`src/rtl/ccip_polling_receiver.sv`:
```
// CCI-P c0 polling receiver: round-robin RDLINE_I polls over per-flow RPC rings,
// forwarding each cacheline whose toggle flag shows a fresh write.
package ccip_polling_pkg;
  localparam int LMAX_CCIP_BATCH = 2;

  typedef logic [41:0]  t_ccip_clAddr;
  typedef logic [15:0]  t_ccip_mdata;
  typedef logic [511:0] t_ccip_clData;

  typedef enum logic [1:0] {eVC_VA = 2'h0, eVC_VL0 = 2'h1, eVC_VH0 = 2'h2, eVC_VH1 = 2'h3} t_ccip_vc;
  typedef enum logic [1:0] {eCL_LEN_1 = 2'h0, eCL_LEN_2 = 2'h1, eCL_LEN_4 = 2'h3} t_ccip_clLen;
  typedef enum logic [3:0] {eREQ_RDLINE_I = 4'h0, eREQ_RDLINE_S = 4'h1} t_ccip_c0_req;
  typedef enum logic [3:0] {eRSP_RDLINE = 4'h0, eRSP_UMSG = 4'h4} t_ccip_c0_rsp;

  typedef struct packed {
    t_ccip_vc     vc_sel;
    logic [1:0]   rsvd1;
    t_ccip_clLen  cl_len;
    t_ccip_c0_req req_type;
    logic [5:0]   rsvd0;
    t_ccip_clAddr address;
    t_ccip_mdata  mdata;
  } t_ccip_c0_ReqMemHdr;

  typedef struct packed {
    t_ccip_vc     vc_used;
    logic         rsvd1;
    logic         hit_miss;
    logic [1:0]   rsvd0;
    logic [1:0]   cl_num;
    t_ccip_c0_rsp resp_type;
    t_ccip_mdata  mdata;
  } t_ccip_c0_RspMemHdr;

  typedef struct packed {
    t_ccip_c0_ReqMemHdr hdr;
    logic               valid;
  } t_if_ccip_c0_Tx;

  typedef struct packed {
    t_ccip_c0_RspMemHdr hdr;
    t_ccip_clData       data;
    logic               rspValid;
    logic               mmioRdValid;
    logic               mmioWrValid;
  } t_if_ccip_c0_Rx;

  typedef struct packed {
    logic [31:0] rpc_id;
    logic [15:0] arg;
    logic [15:0] flags;
  } RpcIf;
endpackage

module ccip_polling_receiver
  import ccip_polling_pkg::*;
#(
  parameter int NIC_ID            = 0,
  parameter int LMAX_NUM_OF_FLOWS = 1,
  parameter int MAX_OUTSTANDING   = 8,
  parameter int UPDATE_BIT        = 0
) (
  input  logic                          clk,
  input  logic                          reset,
  input  logic [LMAX_NUM_OF_FLOWS-1:0]  number_of_flows,
  input  t_ccip_clAddr                  rx_base_addr,
  input  logic [LMAX_CCIP_BATCH-1:0]    l_rx_batch_size,
  input  logic                          start,
  input  logic                          sRx_c0TxAlmFull,
  output t_if_ccip_c0_Tx                sTx_c0,
  input  t_if_ccip_c0_Rx                sRx_c0,
  output logic [$bits(RpcIf)-1:0]       rpc_out,
  output logic                          rpc_valid_out,
  output logic [LMAX_NUM_OF_FLOWS-1:0]  rpc_flow_id_out,
  output logic [31:0]                   polls_out,
  output logic [31:0]                   new_rpcs_out,
  output logic                          error
);

  localparam int MAX_RX_FLOWS = 2 ** LMAX_NUM_OF_FLOWS;
  localparam int OUT_W        = $clog2(MAX_OUTSTANDING + 1);
  localparam int RPC_W        = $bits(RpcIf);
  localparam int IDX_W        = LMAX_NUM_OF_FLOWS + 2;

  typedef enum logic {PollIdle, PollIssue} t_poll_state;

  t_poll_state                   state, state_next;
  logic [LMAX_NUM_OF_FLOWS-1:0]  flow_cnt;
  logic [1:0]                    slot_cnt;
  logic [OUT_W-1:0]              outstanding;
  logic [MAX_RX_FLOWS*4-1:0]     expected_flag;

  logic                          issue;
  logic [1:0]                    eff_lbatch;
  logic [1:0]                    slot_last;
  t_ccip_c0_ReqMemHdr            req_hdr;
  logic [IDX_W-1:0]              rsp_idx;
  logic                          rsp_accept;
  logic                          rsp_live;
  logic                          rsp_new;

  always_ff @(posedge clk) begin
    if (reset) state <= PollIdle;
    else       state <= state_next;
  end

  always_comb begin
    state_next = state;
    issue      = 1'b0;
    case (state)
      PollIdle: if (start) state_next = PollIssue;
      PollIssue: begin
        if (!start) state_next = PollIdle;
        else if (!sRx_c0TxAlmFull && outstanding < OUT_W'(MAX_OUTSTANDING)) issue = 1'b1;
      end
      default: state_next = PollIdle;
    endcase
  end

  always_comb begin
    eff_lbatch = (l_rx_batch_size > LMAX_CCIP_BATCH'(2)) ? 2'd2 : l_rx_batch_size;
    case (eff_lbatch)
      2'd0:    slot_last = 2'd0;
      2'd1:    slot_last = 2'd1;
      default: slot_last = 2'd3;
    endcase

    req_hdr          = '0;
    req_hdr.req_type = eREQ_RDLINE_I;
    req_hdr.vc_sel   = eVC_VH0;
    req_hdr.cl_len   = eCL_LEN_1;
    req_hdr.address  = rx_base_addr + (t_ccip_clAddr'(flow_cnt) << eff_lbatch)
                     + t_ccip_clAddr'(slot_cnt);
    req_hdr.mdata    = t_ccip_mdata'({flow_cnt, slot_cnt});

    rsp_idx    = sRx_c0.hdr.mdata[IDX_W-1:0];
    rsp_accept = sRx_c0.rspValid && (sRx_c0.hdr.resp_type == eRSP_RDLINE);
    // With nothing in flight the response cannot belong to us (e.g. issued before reset).
    rsp_live   = rsp_accept && (outstanding != '0);
    rsp_new    = rsp_live && (sRx_c0.data[UPDATE_BIT] == expected_flag[rsp_idx]);
  end

  always_ff @(posedge clk) begin
    if (reset) begin
      sTx_c0          <= '0;
      rpc_out         <= '0;
      rpc_valid_out   <= 1'b0;
      rpc_flow_id_out <= '0;
      polls_out       <= '0;
      new_rpcs_out    <= '0;
      error           <= 1'b0;
      flow_cnt        <= '0;
      slot_cnt        <= '0;
      outstanding     <= '0;
      expected_flag   <= '1;
    end else begin
      sTx_c0.valid <= issue;
      if (issue) begin
        sTx_c0.hdr <= req_hdr;
        polls_out  <= polls_out + 32'd1;
        if (slot_cnt == slot_last) begin
          slot_cnt <= '0;
          flow_cnt <= (flow_cnt == number_of_flows) ? '0 : flow_cnt + LMAX_NUM_OF_FLOWS'(1);
        end else begin
          slot_cnt <= slot_cnt + 2'd1;
        end
      end

      case ({issue, rsp_live})
        2'b10:   outstanding <= outstanding + OUT_W'(1);
        2'b01:   outstanding <= outstanding - OUT_W'(1);
        default: outstanding <= outstanding;
      endcase

      if (rsp_accept && outstanding == '0) error <= 1'b1;

      rpc_valid_out <= rsp_new;
      if (rsp_new) begin
        rpc_out                <= sRx_c0.data[RPC_W-1:0];
        rpc_flow_id_out        <= rsp_idx[IDX_W-1:2];
        expected_flag[rsp_idx] <= ~expected_flag[rsp_idx];
        new_rpcs_out           <= new_rpcs_out + 32'd1;
      end
    end
  end

  logic unused_inputs;
  assign unused_inputs = ^{sRx_c0, 1'(NIC_ID)};

endmodule

```
`config.mk`:
```
export PLATFORM = sky130hd
export DESIGN_NAME = ccip_polling_receiver
export DESIGN_NICKNAME = d
export VERILOG_FILES = /design/src/rtl/ccip_polling_receiver.sv
export SDC_FILE = /design/constraint.sdc
export NUM_CORES = 1
export LEC_CHECK = 0
export BUFFER_PORTS_ARGS = -buffer_cell sky130_fd_sc_hd__buf_2
export CORE_AREA = 2 2 306 308
export CTS_CLUSTER_DIAMETER = 100
export CTS_CLUSTER_SIZE = 25
export DETAILED_ROUTE_END_ITERATION = 7
export DIE_AREA = 0 0 308 310
export GPL_TIMING_DRIVEN = 0
export PLACE_DENSITY_LB_ADDON = 0.05
export SYNTH_ARGS = -nofsm -noshare
export SYNTH_HDL_FRONTEND = slang
export SYNTH_SLANG_ARGS = --single-unit
```
`constraint.sdc`:
```
create_clock -name clk -period 4.3 [get_ports clk]
set_clock_uncertainty 0.2 [all_clocks]
set_input_delay 0.86 -clock clk [delete_from_list [all_inputs] [get_ports clk]]
set_output_delay 0.86 -clock clk [all_outputs]
set_load 0.01 [all_outputs]
```
# Word level (Yosys, flattened, before mapping)
# Index checks and enable logic that the tools add are counted.
[totals]
regBits = 194
latchBits = 0
mem_bits_rw = 0
romBits = 0
inputBits = 592
output_inout_bits = 206
word_cells = 62
mem_count = 0
[op_classes]
addsub = 8
n_mul = 0
div = 0
magnitude_cmp = 4
n_eq_ne = 6
n_shift = 1
n_mux = 14
bitwise_logic = 1
n_reduce_logical = 13
[ops]
columns = ["cell", "n"]
rows = [
  ["adder 32 x 1 -> 32 bit (second input constant)", 2],
  ["adder 42 x 2 -> 42 bit", 1],
  ["adder 42 bit", 1],
  ["<< shifter 1 x 2 -> 42 bit", 1],
  ["bitwise mux 8 bit", 1],
  ["logical NOT 4 bit", 2],
  ["case mux 4 bit (2 select lines)", 1],
  ["2-to-1 mux 1 bit", 7],
  ["logical AND 1 bit", 6],
  ["adder 4 x 1 -> 4 bit (second input constant)", 1],
  ["equality test 2 x 1 -> 1 bit (second input constant)", 2],
  ["less-than comparator 3 x 4 -> 1 bit (second input constant)", 1],
  ["less-than comparator 4 bit (second input constant)", 1],
  ["2-to-1 mux 2 bit", 2],
  ["case mux 2 bit (2 select lines)", 1],
  ["nonzero test 4 bit", 1],
  ["subtractor 4 x 1 -> 4 bit (second input constant)", 1],
  ["binary-select mux 1 bit (select 3 bit)", 1],
  ["demux 1 bit (select 3 bit)", 1],
  [">= comparator 3 x 1 -> 1 bit (second input constant)", 1],
  ["adder 2 x 1 -> 2 bit (second input constant)", 1],
  ["equality test 1 bit", 2],
  ["equality test 2 bit", 1],
  ["equality test 2 bit (second input constant)", 1],
  ["other kinds (7)", 7],
]

# Depth between registers and ports, before layout
# Gate-level depths: netlist of the first run.
[depth]
word_depth = 7
ltp_mapped = 13
depth_no_buf = 10

# Worst setup path after synthesis of the first run
# Ideal clock, no wire load.
[synth_path]
path_type = "input-to-reg"
startpoint = "input sRx_c0[532] (netlist name)"
endpoint = "register outstanding[3]"
setup_time_ns = 0.070
arrival_ns = 3.655
required_ns = 4.030
slack_ns = 0.375
stages = 13
n_path_buf = 3
cell_sequence = "or3_1 > or3_1 > buf_2 > inv_2 > clkbuf_1 > clkbuf_1 > ha_1 > ha_1 > a21o_1 > a21oi_1 > xnor2_1 > or3_1 > a21oi_1"
[synth_via]
elab_chain_len = 5
word_cells_on_any_way = 7
classes_between = "eq/ne (2); mux (1); reduce/logical (4)"
[synth_rtl]
columns = ["element", "line", "rtl"]
rows = [
  ["from (decl)", "71", "input t_if_ccip_c0_Rx sRx_c0,"],
  ["logical NOT 4 bit (*)", "137", "rsp_accept = sRx_c0.rspValid && (sRx_c0.hdr.resp_type == eRSP_RDLINE);"],
  ["logical AND 1 bit (*)", "137", ""],
  ["logical AND 1 bit (*)", "139", "rsp_live = rsp_accept && (outstanding != '0);"],
  ["equality test 2 x 1 -> 1 bit / equality test 2 bit (equally long branches)", "169", "case ({issue, rsp_live})"],
  ["case mux 4 bit (2 select lines) / nonzero test 2 bit (equally long branches)", "--", ""],
  ["to (signal assigned)", "170", "2'b10: outstanding <= outstanding + OUT_W'(1);"],
  ["to (signal assigned)", "171", "2'b01: outstanding <= outstanding - OUT_W'(1);"],
  ["to (signal assigned)", "172", "default: outstanding <= outstanding;"],
  ["to (decl)", "90", "logic [OUT_W-1:0] outstanding;"],
]
# Every way passes the cells marked *; elsewhere a longest branch is shown, timed or not.
# A chain may end at the register's enable or synchronous reset.

# Final worst setup path of the first run
# Ends and elaborated chain as after synthesis.

==> flow_summary.html, run 1 <==
<table>
<tr><th>Metric</th><th>Value</th></tr>
<tr><th colspan="2">Floorplan</th></tr>
<tr><td>Number of primary I/O pins</td><td>798</td></tr>
<tr><td>Die height</td><td>310 um</td></tr>
<tr><td>Die Outline Area</td><td>around 95000 um^2</td></tr>
<tr><td>Area of the core</td><td>just over 90000 um^2</td></tr>
<tr><td>Rows</td><td>around 110</td></tr>
<tr><td>Initial core utilization</td><td>under 10%</td></tr>
<tr><td>Die X-Extent</td><td>308 um</td></tr>
<tr><th colspan="2">Setup path</th></tr>
<tr><td>CP max stage cell</td><td>or3_1</td></tr>
<tr><td>Type of origin of the critical path</td><td>input port</td></tr>
<tr><td>Crit path cell chain</td><td>buf_2 -&gt; or3_1 -&gt; or3_1 -&gt; buf_2 -&gt; inv_2 -&gt; clkbuf_2 -&gt; ha_1 -&gt; ha_1 -&gt; a21o_1 -&gt; a21oi_1 -&gt; xnor2_1 -&gt; or3_1 -&gt; a21oi_1</td></tr>
<tr><td>Critical path depth</td><td>13</td></tr>
<tr><td>Delay of the slowest critical-path stage</td><td>~0.42 ns</td></tr>
<tr><td>Depth of the worst register-to-register path</td><td>9</td></tr>
<tr><td>Cell with the most instances on the worst path</td><td>or3_1</td></tr>
<tr><td>CP Buf/Inv Count</td><td>4</td></tr>
<tr><td>Endpoint class of the critical path</td><td>flip-flop</td></tr>
<tr><td>Gate family responsible for the most delay along the worst path</td><td>buffers and inverters</td></tr>
<tr><td>Critical Path Fanout Max</td><td>15</td></tr>
<tr><td>Critical path class</td><td>input port to flip-flop</td></tr>
<tr><td>Data arrival time of the critical path</td><td>approximately 4.2 ns</td></tr>
<tr><td>Required arrival time at the worst endpoint</td><td>approximately 4.5 ns</td></tr>
<tr><th colspan="2">STA</th></tr>
<tr><td>Fmax</td><td>~0.25 GHz</td></tr>
<tr><td>Share of the cycle needed by the critical path after routing</td><td>92.01%</td></tr>
<tr><td>Worst-case headroom to the max-slew limit</td><td>about a fifth</td></tr>
<tr><td>Count of final hold-check violations</td><td>0</td></tr>
<tr><td>Worst hold slack across all endpoints</td><td>~0.26 ns</td></tr>
<tr><td>Number of pins with negative max-slew slack in the final report</td><td>0</td></tr>
<tr><td>Setup violations, final</td><td>0</td></tr>
<tr><td>Worst slew pin tran</td><td>around 1.2 ns</td></tr>
<tr><td>RSZ-0062 raised after global routing</td><td>false</td></tr>
<tr><td>Minimum clock period</td><td>roughly 4.0 ns</td></tr>
<tr><th colspan="2">Detailed routing</th></tr>
<tr><td>Via-per-instance ratio</td><td>3.580</td></tr>
<tr><td>Vias post-DR</td><td>~9500</td></tr>
<tr><td>Drt first-iter violations</td><td>slightly above 400</td></tr>
<tr><td>Routed Antenna Nets</td><td>0</td></tr>
<tr><td>Total Routed Length</td><td>approximately 50000 um</td></tr>
<tr><td>Number of DRC violations after detailed routing</td><td>0</td></tr>
<tr><td>Count of TritonRoute iterations in the first routing pass</td><td>4</td></tr>
<tr><td>WL/cell</td><td>roughly 19 um</td></tr>
<tr><th colspan="2">Synthesis</th></tr>
<tr><td>Number of warnings issued by yosys</td><td>0</td></tr>
<tr><td>Netlist cell types</td><td>45</td></tr>
<tr><td>Avg Cell Area, Syn</td><td>between 8 and 9 um^2</td></tr>
<tr><td>Proportion of synthesized flip-flops having asynchronous set or reset</td><td>0%</td></tr>
<tr><td>Most used flip-flop cell after synthesis</td><td>dfxtp_1</td></tr>
<tr><td>Number of cells produced by synthesis</td><td>between 1000 and 1500</td></tr>
<tr><td>Mapped cell area</td><td>a little over 9000 um^2</td></tr>
<tr><td>Number of enable flip-flop cells after synthesis</td><td>0</td></tr>
<tr><td>Synthesis-stage register bit count</td><td>approximately 190</td></tr>
<tr><td>Sequential-to-total area share from yosys stat</td><td>about 42%</td></tr>
<tr><th colspan="2">Clock tree</th></tr>
<tr><td>Number of buffers on the longest clock path</td><td>2</td></tr>
<tr><td>Clock buffer count from CTS</td><td>17</td></tr>
<tr><td>Insertion delay to the later sink of the worst-skew pair</td><td>between 0.5 and 0.6 ns</td></tr>
<tr><td>Level count of the clock H-tree</td><td>4</td></tr>
<tr><td>Clock tree from TritonCTS</td><td>built</td></tr>
<tr><td>Root buf cell</td><td>clkbuf_16</td></tr>
<tr><td>Hold buffer count at CTS</td><td>0</td></tr>
<tr><td>Clock sink count</td><td>194</td></tr>
<tr><td>Clock slew seen by the registers of the worst setup and hold paths</td><td>~0.080 ns</td></tr>
<tr><th colspan="2">Global route</th></tr>
<tr><td>Global-route usage over all layers</td><td>between 10% and 20%</td></tr>
<tr><td>Grt ovf</td><td>0</td></tr>
<tr><td>Maximum number of pins on one net before global-route repair</td><td>17</td></tr>
<tr><td>Wire length of the first global-routing pass</td><td>between 70000 and 80000 um</td></tr>
<tr><td>Met3 global-route usage</td><td>between 3 and 4%</td></tr>
<tr><td>Fraction of met1 tracks used by global routing</td><td>about 13%</td></tr>
<tr><td>Routing layer with the top usage in global route</td><td>met2</td></tr>
<tr><td>Met2 usage</td><td>roughly 17%</td></tr>
<tr><td>Number of global-route vias before repair</td><td>9839</td></tr>
<tr><td>Antenna violations before repair</td><td>12</td></tr>
<tr><th colspan="2">Final layout</th></tr>
<tr><td>Proportion of layout cells with a drive suffix above 1</td><td>between 20% and 30%</td></tr>
<tr><td>Area taken by flip-flops and latches</td><td>between 3000 and 4000 um^2</td></tr>
<tr><td>Fill cell total of the finished layout</td><td>approximately 11000</td></tr>
<tr><td>Area taken by multi-input logic gates</td><td>4775 um^2</td></tr>
<tr><td>Area growth from synthesis to final layout</td><td>40.32%</td></tr>
<tr><td>Utilization after layout</td><td>between 10 and 15%</td></tr>
<tr><td># nets final</td><td>2058</td></tr>
<tr><th colspan="2">Job</th></tr>
<tr><td>Max-capacitance violation count</td><td>0</td></tr>
<tr><th colspan="2">Power</th></tr>
<tr><td>Pwr dens</td><td>around 300 nW/um^2</td></tr>
<tr><td>Worst vdd rail ir drop</td><td>roughly 0.00030 V</td></tr>
<tr><td>P_leak</td><td>approximately 4.6 nW</td></tr>
<tr><td>PnR Total Power</td><td>about 0.004 W</td></tr>
<tr><th colspan="2">Worst hold path</th></tr>
<tr><td>Worst min-delay path category</td><td>flip-flop to flip-flop</td></tr>
<tr><td>Cells on Worst Hold Path</td><td>2</td></tr>
<tr><th colspan="2">Status</th></tr>
<tr><td>Outcome</td><td>completed</td></tr>
<tr><th colspan="2">Place</th></tr>
<tr><td>Half-perimeter wire length after placement</td><td>38120 um</td></tr>
<tr><td>Number of buffers inserted by port buffering</td><td>between 200 and 300</td></tr>
<tr><td>Routability congestion estimate from global placement</td><td>slightly above 0.7</td></tr>
</table>
path summary, 6_finish.rpt:
path                    endpoint  slack (ns)   startpoint
setup reg to reg      sTx_c0[49]        0.47     flow_cnt
hold / removal         sTx_c0[2]        0.26    sTx_c0[2]
setup / recovery  outstanding[3]        0.34  sRx_c0[532]
hold reg to reg        sTx_c0[2]        0.26    sTx_c0[2]
power breakdown:
group          leakage (nW)  switching, W  internal (W)
combinational          2.73      0.000226      0.000113
clock                 0.279      0.000882      0.000913
sequential             1.57    0.00000979       0.00181
per-stage QoR:
step | instance area, um^2 | setup slack (ns) | std cells | TNS (ns)
after detailed placement | 12270 | -1.102 | 2630 | -12.86
final | 12880 | 0.3437 | 2665 | 0
after CTS | 12860 | 0.2567 | 2660 | 0
after global placement | 12270 | -1.117 | 2630 | -12.39
after floorplan | 9281 | 0.3746 | 1136 | 0
after global routing | 12870 | 0.09194 | 2663 | 0
cells in the mapped netlist, types with 4 or more instances:
library cell | instances | area share (%)
o31ai_1 | 30 | 2.5
nor4_1 | 25 | 1.7
clkbuf_1 | 81 | 3.3
fa_1 | 4 | 0.87
a211oi_1 | 33 | 2.7
nand3_1 | 91 | 5.0
dfxtp_1 | 194 | 42
or2_2 | 7 | 0.48
inv_1 | 23 | 0.94
a21oi_1 | 127 | 6.9
a221o_1 | 7 | 0.76
or3_1 | 25 | 1.7
nor3b_1 | 5 | 0.41
xor2_1 | 7 | 0.67
nor2b_1 | 4 | 0.27
buf_1 | 5 | 0.20
nand2_1 | 51 | 2.1
buf_4 | 28 | 2.3
o21ai_0 | 86 | 4.7
ha_1 | 11 | 1.5
nor2_1 | 77 | 3.1
and4_1 | 16 | 1.5
nand4_1 | 30 | 2.0
nor4b_1 | 5 | 0.48
or4_1 | 33 | 2.7
nor3_1 | 24 | 1.3
xnor2_1 | 45 | 4.3
a311oi_1 | 4 | 0.38
worst register-to-register path, stage by stage, from the launching register on:
cell      delay (ns)
dfxtp_1         0.44
and3b_1         0.23
fa_1            0.42
ha_1            0.25
a211o_1         0.33
a21oi_2         0.63
clkbuf_1        0.65
nor4_1          0.19
xnor2_1         0.18
a211oi_1        0.23
state kept, by name, summed over array words and instances (netlist names):
name	cells
slot_cnt	2
outstanding	4
expected_flag	8
rpc_flow_id_out	1
flow_cnt	1
rpc_valid_out	1
polls_out	32
rpc_out	64
new_rpcs_out	32
state	1
error	1
sTx_c0	47
cell families after synthesis:
| family | share of synthesized area [%] |
|---|---|
| AOI/OAI and AO/OA | 18.80 |
| xor gates and xnor gates | 4.963 |
| adders and majority gates | 2.373 |
| buffers and inverters | 6.899 |
| DFF | 42.32 |
| muxes | 0.7362 |
| other | 0.04087 |
| and+or+nand+nor | 23.86 |
metal layers:
metal / part of all wire, % / vias up / routed length (um)
li1: - / 4701 / -
met1: 43 / 4539 / 21790
met2: 48 / 248 / 23940
met3: 7.4 / 42 / 3717
met4: 1.3 / 10 / 629
met5: 0.12 / - / 60
repair_timing:
item / CTS / global route
buffers inserted: 0 / 0
hold endpoints to repair: 0 / 0
setup endpoints to repair: 12 / 0
resized for setup: 3 / 0
cell type report:
class / count / share of cell area (%)
Tap cell: 1197 / 11.63
Clock inverter: 13 / 1.254
Timing Repair Buffer: 297 / 11.54
Buffer: 115 / 4.198
Clock buffer: 18 / 3.333
Sequential cell: 194 / 30.16
Inverter: 24 / 0.6996
Antenna cell: 5 / 0.09717
Multi-Input combinational cell: 802 / 37.08
cell usage in the layout (no fill, tap or decap), types with 25 or more instances in the layout:
master / instances
a211oi_1: 33
a21oi_1: 126
buf_2: 299
buf_4: 28
clkbuf_1: 80
conb_1: 29
dfxtp_1: 194
nand2_1: 51
nand3_1: 91
nand4_1: 30
nor2_1: 77
o21ai_0: 86
o31ai_1: 30
or3_1: 25
or4_1: 33
xnor2_1: 45
(Power assumes the default switching activity.)
==> run 2, diff against run 1 <==
--- a/config.mk
+++ b/config.mk
@@ -12,7 +12,6 @@
 export DETAILED_ROUTE_END_ITERATION = 7
 export DIE_AREA = 0 0 308 310
 export GPL_TIMING_DRIVEN = 0
-export PLACE_DENSITY_LB_ADDON = 0.05
 export SYNTH_ARGS = -nofsm -noshare
 export SYNTH_HDL_FRONTEND = slang
 export SYNTH_SLANG_ARGS = --single-unit
==> run 2 against run 1 <==
Net effect: combinational power down 4%; flip-flop and latch count unchanged; critical path type unchanged; register-to-register slack worse by 0.13 ns; worst setup slack worse by 0.11 ns; routed wire length down 14%; die area unchanged; clock-buffer cell count down 1; largest cell class unchanged; core utilization about the same; hold slack better by 0.0064 ns; final area down 0.31%.
==> flow_summary.html, run 2 (synthesis gave the netlist of run 1 again) <==
<table>
<tr><th>Metric</th><th>Value</th></tr>
<tr><th colspan="2">Place</th></tr>
<tr><td>Half-perimeter wire length after placement</td><td>34290 um</td></tr>
<tr><td>Routability congestion estimate from global placement</td><td>0.8183</td></tr>
<tr><td>Placed cell count</td><td>between 2000 and 3000</td></tr>
<tr><td>Number of buffers inserted by port buffering</td><td>around 300</td></tr>
<tr><td>Pre-CTS setup slack</td><td>-0.9968 ns</td></tr>
<tr><td>Placement-stage cell area</td><td>between 10000 and 15000 um^2</td></tr>
<tr><th colspan="2">Clock tree</th></tr>
<tr><td>Number of buffers on the longest clock path</td><td>2</td></tr>
<tr><td>Clock sink count</td><td>approximately 190</td></tr>
<tr><td>Hold buffer count at CTS</td><td>0</td></tr>
<tr><td>Clock tree from TritonCTS</td><td>built</td></tr>
<tr><td>Clock slew seen by the registers of the worst setup and hold paths</td><td>0.08 ns</td></tr>
<tr><td>Level count of the clock H-tree</td><td>4</td></tr>
<tr><td>Insertion delay to the later sink of the worst-skew pair</td><td>0.50 ns</td></tr>
<tr><td>Clock buffer count from CTS</td><td>17</td></tr>
<tr><td>Root buf cell</td><td>clkbuf_16</td></tr>
<tr><th colspan="2">Final layout</th></tr>
<tr><td>Leading cell type in the layout, fill and taps excluded</td><td>buf_2</td></tr>
<tr><td>Fill cell total of the finished layout</td><td>10660</td></tr>
<tr><td>Final cell count without fillers</td><td>around 2700</td></tr>
<tr><td>Max FFs per register</td><td>64</td></tr>
<tr><td>Proportion of layout cells with a drive suffix above 1</td><td>roughly 25%</td></tr>
<tr><td>Commonest cells after routing, fill and taps aside</td><td>buf_2 (299), dfxtp_1 (194), a21oi_1 (127)</td></tr>
<tr><td>Cell area after layout</td><td>roughly 13000 um^2</td></tr>
<tr><td>Largest registers</td><td>rpc_out x64, sTx_c0 x47</td></tr>
<tr><td>Area growth from synthesis to final layout</td><td>39.88%</td></tr>
<tr><td># nets final</td><td>slightly above 2000</td></tr>
<tr><td>Register with the highest flop count</td><td>rpc_out</td></tr>
<tr><th colspan="2">STA</th></tr>
<tr><td>Fmax</td><td>between 0.2 and 0.25 GHz</td></tr>
<tr><td>RSZ-0062 raised after global routing</td><td>false</td></tr>
<tr><td>Share of the cycle needed by the critical path after routing</td><td>94.62%</td></tr>
<tr><td>Number of pins with negative max-slew slack in the final report</td><td>0</td></tr>
<tr><td>Minimum clock period</td><td>around 4.1 ns</td></tr>
<tr><td>Count of final hold-check violations</td><td>0</td></tr>
<tr><td>Worst Slack Setup Final</td><td>0.2316 ns</td></tr>
<tr><td>Setup violations, final</td><td>0</td></tr>
<tr><td>Worst-case headroom to the max-slew limit</td><td>24.30%</td></tr>
<tr><td>Worst slew pin tran</td><td>1.132 ns</td></tr>
<tr><th colspan="2">Global route</th></tr>
<tr><td>Maximum number of pins on one net before global-route repair</td><td>20</td></tr>
<tr><td>Wire length of the first global-routing pass</td><td>60840 um</td></tr>
<tr><td>Antenna violations before repair</td><td>13</td></tr>
<tr><td>Global-route usage over all layers</td><td>about 9%</td></tr>
<tr><td>Grt ovf</td><td>0</td></tr>
<tr><td>Number of global-route vias before repair</td><td>around 9000</td></tr>
<tr><th colspan="2">Setup path</th></tr>
<tr><td>Critical path class</td><td>input port to flip-flop</td></tr>
<tr><td>Type of origin of the critical path</td><td>input port</td></tr>
<tr><td>Endpoint class of the critical path</td><td>flip-flop</td></tr>
<tr><td>Data arrival time of the critical path</td><td>roughly 4.2 ns</td></tr>
<tr><td>Required arrival time at the worst endpoint</td><td>4.45 ns</td></tr>
<tr><td>Worst-case register-to-register setup slack</td><td>between 0.3 and 0.4 ns</td></tr>
<tr><td>Critical Path Fanout Max</td><td>10</td></tr>
<tr><th colspan="2">Detailed routing</th></tr>
<tr><td>Count of TritonRoute iterations in the first routing pass</td><td>7</td></tr>
<tr><td>Total Routed Length</td><td>around 43000 um</td></tr>
<tr><td>Drt first-iter violations</td><td>about 550</td></tr>
<tr><td>Via-per-instance ratio</td><td>3.648</td></tr>
<tr><td>Vias post-DR</td><td>9717</td></tr>
<tr><td>Routed Antenna Nets</td><td>0</td></tr>
<tr><td>WL/cell</td><td>approximately 16 um</td></tr>
<tr><td>Number of DRC violations after detailed routing</td><td>0</td></tr>
<tr><th colspan="2">Floorplan</th></tr>
<tr><td>Area of the core</td><td>92490 um^2</td></tr>
<tr><td>Rows</td><td>112</td></tr>
<tr><td>Die height</td><td>slightly above 300 um</td></tr>
<tr><td>Number of primary I/O pins</td><td>about 800</td></tr>
<tr><td>Die Outline Area</td><td>between 90000 and 100000 um^2</td></tr>
<tr><td>Die X-Extent</td><td>slightly above 300 um</td></tr>
<tr><td>Initial core utilization</td><td>a little under 10%</td></tr>
<tr><th colspan="2">Power</th></tr>
<tr><td>P_leak</td><td>around 4.6 nW</td></tr>
<tr><td>Pwr dens</td><td>294.8 nW/um^2</td></tr>
<tr><td>Worst vdd rail ir drop</td><td>0.0003171 V</td></tr>
<tr><th colspan="2">Status</th></tr>
<tr><td>Outcome</td><td>completed</td></tr>
<tr><th colspan="2">Worst hold path</th></tr>
<tr><td>Worst min-delay path category</td><td>flip-flop to flip-flop</td></tr>
<tr><th colspan="2">Job</th></tr>
<tr><td>Max-capacitance violation count</td><td>0</td></tr>
</table>
## run 2: cell count changes in the layout (fill, tap and decap cells not counted), sizes merged
cell | before | now
clkinv | 4 | 6
clkbuf | 98 | 96
diode | 5 | 4
inv | 26 | 32
bufinv | 3 | 0
clkinvlp | 4 | 1
## run 2: worst paths after layout
path | from | endpoint | depth (start not counted)
max | l_rx_batch_size[1] | sTx_c0[49] | 10
min | sTx_c0[3] | sTx_c0[3] | 2
max reg2reg | flow_cnt | sTx_c0[49] | 9
min reg2reg | sTx_c0[3] | sTx_c0[3] | 2
## run 2: area by class of cell
| cell class | instances | area (um^2) | share of cell area [%] |
|---|---|---|---|
| multi-input combinational | 802 | 4765 | 37.12 |
| sequential | 194 | 3884 | 30.26 |
| tap | 1197 | 1498 | 11.67 |
| timing repair buffer | 297 | 1486 | 11.58 |
| buffer | 114 | 535.5 | 4.172 |
| clock buffer | 17 | 425.4 | 3.314 |
| clock inverter | 15 | 142.6 | 1.111 |
| inverter | 24 | 90.09 | 0.7018 |
| antenna | 4 | 10.01 | 0.07798 |
## run 2: where the power goes
| group | internal [W] | switching (W) | leakage (nW) | total (W) |
|---|---|---|---|---|
| Clock | 0.000768 | 0.000868 | 0.278 | 0.00164 |
| Sequential | 0.00181 | 0.0000115 | 1.57 | 0.00182 |
| Combinational | 0.000112 | 0.000213 | 2.72 | 0.000325 |
| Total | 0.00269 | 0.00109 | 4.57 | 0.00378 |
## run 2: worst max-delay path, stage by stage
cell	delay, ns
buf_2	0.12
and3b_1	0.22
fa_1	0.43
ha_1	0.26
a211o_1	0.32
a21oi_1	0.77
clkbuf_1	0.51
nor4_1	0.15
xnor2_1	0.43
a211oi_1	0.14
## run 2: timing repair
action,CTS,global route
setup buffers,0,0
endpoints found under the setup margin,3,1
gates resized for setup,0,0
## run 2: per-layer routing
metal / track usage (%) / routed length, um / vias up
met3: 2.990 / 3838 / 49
met1: 12.17 / 20400 / 4578
met4: 3.369 / 1112 / 4
met5: 0 / 28 / -
met2: 12.54 / 17550 / 397
li1: - / - / 4689
## run 2: per-stage QoR
stage	util (%)	total power, W	hold WS (ns)	TNS (ns)
5_1_grt	13.87	0.003933	0.2934	0
2_1_floorplan	-	0.002017	0.2504	0
6_report	13.88	0.003784	0.2657	0
4_1_cts	13.87	0.003851	0.2674	0
3_3_place_gp	13.26	0.002191	0.2423	-3.293
3_5_place_dp	13.26	0.002191	0.2477	-3.289
==> run 3, diff against run 2 <==
--- a/config.mk
+++ b/config.mk
@@ -12,6 +12,7 @@
 export DETAILED_ROUTE_END_ITERATION = 7
 export DIE_AREA = 0 0 308 310
 export GPL_TIMING_DRIVEN = 0
+export MAX_ROUTING_LAYER = met4
 export SYNTH_ARGS = -nofsm -noshare
 export SYNTH_HDL_FRONTEND = slang
 export SYNTH_SLANG_ARGS = --single-unit
==> run 3 against run 2 <==
Net effect: total power about the same; register-to-register slack got worse by 0.04 ns; final cell count rose by 0.15%; clock-buffer cell count stayed put; die area did not move; largest cell class unchanged; highest routed layer is now met4.
==> flow_summary.html, run 3 (synthesis gave the netlist of run 1 again) <==
<table>
<tr><th>Metric</th><th>Value</th></tr>
<tr><th colspan="2">STA</th></tr>
<tr><td>Number of pins with negative max-slew slack in the final report</td><td>0</td></tr>
<tr><td>Worst-case headroom to the max-slew limit</td><td>approximately 24%</td></tr>
<tr><td>RSZ-0062 raised after global routing</td><td>false</td></tr>
<tr><td>Share of the cycle needed by the critical path after routing</td><td>95.62%</td></tr>
<tr><td>Setup Total Neg Slack</td><td>0 ns</td></tr>
<tr><td>Minimum clock period</td><td>4.112 ns</td></tr>
<tr><td>Count of final hold-check violations</td><td>0</td></tr>
<tr><td>Fmax</td><td>0.2432 GHz</td></tr>
<tr><td>Worst slew pin tran</td><td>around 1.1 ns</td></tr>
<tr><td>Setup violations, final</td><td>0</td></tr>
<tr><th colspan="2">Power</th></tr>
<tr><td>P_leak</td><td>4.568 nW</td></tr>
<tr><td>Switching pwr</td><td>0.001094 W</td></tr>
<tr><td>Worst vdd rail ir drop</td><td>between 0.0003 and 0.0004 V</td></tr>
<tr><td>Internal power</td><td>0.002691 W</td></tr>
<tr><td>Sequential share of power</td><td>48.1%</td></tr>
<tr><td>Pwr dens</td><td>just under 300 nW/um^2</td></tr>
<tr><td>Proportion of power drawn by combinational gates</td><td>8.6%</td></tr>
<tr><td>Share of power burned in the clock network</td><td>43.3%</td></tr>
<tr><td>Switching share of power</td><td>roughly 29%</td></tr>
<tr><th colspan="2">Final layout</th></tr>
<tr><td>Commonest cells after routing, fill and taps aside</td><td>buf_2 (299), dfxtp_1 (194), a21oi_1 (127)</td></tr>
<tr><td>Proportion of layout cells with a drive suffix above 1</td><td>25.36%</td></tr>
<tr><td>Largest registers</td><td>rpc_out x64, sTx_c0 x47</td></tr>
<tr><td>Register with the highest flop count</td><td>rpc_out</td></tr>
<tr><td># nets final</td><td>around 2000</td></tr>
<tr><td>Utilization after layout</td><td>13.89%</td></tr>
<tr><td>Cell area after layout</td><td>12850 um^2</td></tr>
<tr><td>Area growth from synthesis to final layout</td><td>39.99%</td></tr>
<tr><td>Max FFs per register</td><td>64</td></tr>
<tr><td>Leading cell type in the layout, fill and taps excluded</td><td>buf_2</td></tr>
<tr><td>Final cell count without fillers</td><td>~2700</td></tr>
<tr><th colspan="2">Floorplan</th></tr>
<tr><td>Area of the core</td><td>approximately 92000 um^2</td></tr>
<tr><td>Die Outline Area</td><td>~95000 um^2</td></tr>
<tr><td>Die X-Extent</td><td>308 um</td></tr>
<tr><td>Rows</td><td>approximately 110</td></tr>
<tr><td>Number of primary I/O pins</td><td>about 800</td></tr>
<tr><td>Initial core utilization</td><td>between 9 and 10%</td></tr>
<tr><td>Die height</td><td>approximately 310 um</td></tr>
<tr><th colspan="2">Setup path</th></tr>
<tr><td>Required arrival time at the worst endpoint</td><td>around 4.5 ns</td></tr>
<tr><td>Worst setup path start</td><td>l_rx_batch_size[1]</td></tr>
<tr><td>Critical path class</td><td>input port to flip-flop</td></tr>
<tr><td>Crit Reg-Reg Startpoint</td><td>flow_cnt</td></tr>
<tr><td>Critical Path Fanout Max</td><td>10</td></tr>
<tr><td>Data arrival time of the critical path</td><td>4.27 ns</td></tr>
<tr><td>CP max stage cell</td><td>a21oi_1</td></tr>
<tr><td>Gate family responsible for the most delay along the worst path</td><td>compound AO/OA/AOI/OAI gates</td></tr>
<tr><td>Crit path cell chain</td><td>buf_2 -&gt; and3b_1 -&gt; fa_1 -&gt; ha_1 -&gt; a211o_1 -&gt; a21oi_1 -&gt; clkbuf_1 -&gt; nor4_1 -&gt; xnor2_1 -&gt; a211oi_1</td></tr>
<tr><td>Type of origin of the critical path</td><td>input port</td></tr>
<tr><td>Delay of the slowest critical-path stage</td><td>roughly 0.79 ns</td></tr>
<tr><td>Endpoint class of the critical path</td><td>flip-flop</td></tr>
<tr><td>CP Buf/Inv Count</td><td>2</td></tr>
<tr><th colspan="2">Global route</th></tr>
<tr><td>Grt ovf</td><td>0</td></tr>
<tr><td>Fraction of met1 tracks used by global routing</td><td>between 10 and 15%</td></tr>
<tr><td>Wire length of the first global-routing pass</td><td>60820 um</td></tr>
<tr><td>Routing layer with the top usage in global route</td><td>met2</td></tr>
<tr><td>Antenna violations before repair</td><td>13</td></tr>
<tr><td>Number of global-route vias before repair</td><td>9041</td></tr>
<tr><td>Met3 global-route usage</td><td>~2.9%</td></tr>
<tr><td>Global-route usage over all layers</td><td>under 10%</td></tr>
<tr><td>Met2 usage</td><td>between 10% and 20%</td></tr>
<tr><td>Maximum number of pins on one net before global-route repair</td><td>20</td></tr>
<tr><th colspan="2">Place</th></tr>
<tr><td>Number of buffers inserted by port buffering</td><td>297</td></tr>
<tr><td>Half-perimeter wire length after placement</td><td>approximately 34000 um</td></tr>
<tr><td>Routability congestion estimate from global placement</td><td>just over 0.8</td></tr>
<tr><td>Placed cell count</td><td>around 2600</td></tr>
<tr><td>Placement-stage cell area</td><td>around 12000 um^2</td></tr>
<tr><th colspan="2">Clock tree</th></tr>
<tr><td>Insertion delay to the later sink of the worst-skew pair</td><td>~0.51 ns</td></tr>
<tr><td>Root buf cell</td><td>clkbuf_16</td></tr>
<tr><td>Resize count post-CTS</td><td>0</td></tr>
<tr><td>Buffers inserted by post-CTS timing repair</td><td>0</td></tr>
<tr><td>Clock sink count</td><td>194</td></tr>
<tr><td>Level count of the clock H-tree</td><td>4</td></tr>
<tr><td>Number of buffers on the longest clock path</td><td>2</td></tr>
<tr><td>Clock tree from TritonCTS</td><td>built</td></tr>
<tr><td>Hold buffer count at CTS</td><td>0</td></tr>
<tr><td>Clock slew seen by the registers of the worst setup and hold paths</td><td>0.08 ns</td></tr>
<tr><td>Clock buffer count from CTS</td><td>17</td></tr>
<tr><th colspan="2">Worst hold path</th></tr>
<tr><td>Worst min-delay path category</td><td>flip-flop to flip-flop</td></tr>
<tr><td>Hold path startpoint</td><td>sTx_c0[3]</td></tr>
<tr><th colspan="2">Detailed routing</th></tr>
<tr><td>Drt first-iter violations</td><td>approximately 630</td></tr>
<tr><td>Via-per-instance ratio</td><td>approximately 3.7</td></tr>
<tr><td>WL/cell</td><td>roughly 16 um</td></tr>
<tr><td>Number of DRC violations after detailed routing</td><td>0</td></tr>
<tr><td>Total Routed Length</td><td>around 43000 um</td></tr>
<tr><td>Routed Antenna Nets</td><td>0</td></tr>
<tr><td>Count of TritonRoute iterations in the first routing pass</td><td>5</td></tr>
<tr><td>Vias post-DR</td><td>around 9800</td></tr>
<tr><th colspan="2">Status</th></tr>
<tr><td>Outcome</td><td>completed</td></tr>
<tr><th colspan="2">Job</th></tr>
<tr><td>Max-capacitance violation count</td><td>0</td></tr>
</table>
## run 3: cell count changes in the layout (fill, tap and decap cells not counted)
cell     delta
diode_2     +4
## run 3: worst reg2reg max path: cells and delay by family (launching register included)
family | cells | cell delay [ns]
compound gates | 3 | 1.25
xor+xnor | 1 | 0.44
fa+ha+maj | 2 | 0.69
buf+inv | 1 | 0.52
flops | 1 | 0.40
simple gates | 2 | 0.36
## run 3: power groups by stage
stage	Combinational [W]	Sequential (W)	Clock, W
floorplan	0.000148	0.00187	0
global placement	0.000327	0.00186	0
detailed placement	0.000327	0.00186	0
CTS	0.000329	0.00182	0.00170
global route	0.000358	0.00182	0.00175
finish	0.000325	0.00182	0.00164
## run 3: per-layer routing
| layer | share of wire (%) | vias up |
|---|---|---|
| met5 | 0 | - |
| met2 | 41 | 424 |
| met3 | 8.2 | 47 |
| met4 | 2.6 | 0 |
| met1 | 48 | 4574 |
| li1 | - | 4707 |
## run 3: through the flow
step           total power, W  hold slack, ns  setup WS, ns
6_report             0.003785          0.2681        0.1883
5_1_grt              0.003931          0.2934        0.2030
4_1_cts              0.003851          0.2674       0.04762
3_5_place_dp         0.002191          0.2477       -0.9968
3_3_place_gp         0.002191          0.2423        -1.025
2_1_floorplan        0.002017          0.2504        0.3746
## run 3: layout make-up
cell class | instances | area (um^2)
Sequential cell | 194 | 3884
Tap cell | 1197 | 1498
Timing Repair Buffer | 297 | 1486
Multi-Input combinational cell | 802 | 4765
Fill cell | 10660 | 79640
Antenna cell | 8 | 20.02
Clock buffer | 17 | 425.4
Buffer | 114 | 535.5
Inverter | 24 | 90.09
Clock inverter | 15 | 142.6
## run 3: worst paths after layout
path                 to  slack, ns  cells past startpoint
min           sTx_c0[3]       0.27                      2
max          sTx_c0[49]       0.19                     10
max reg2reg  sTx_c0[49]       0.30                      9
min reg2reg   sTx_c0[3]       0.27                      2
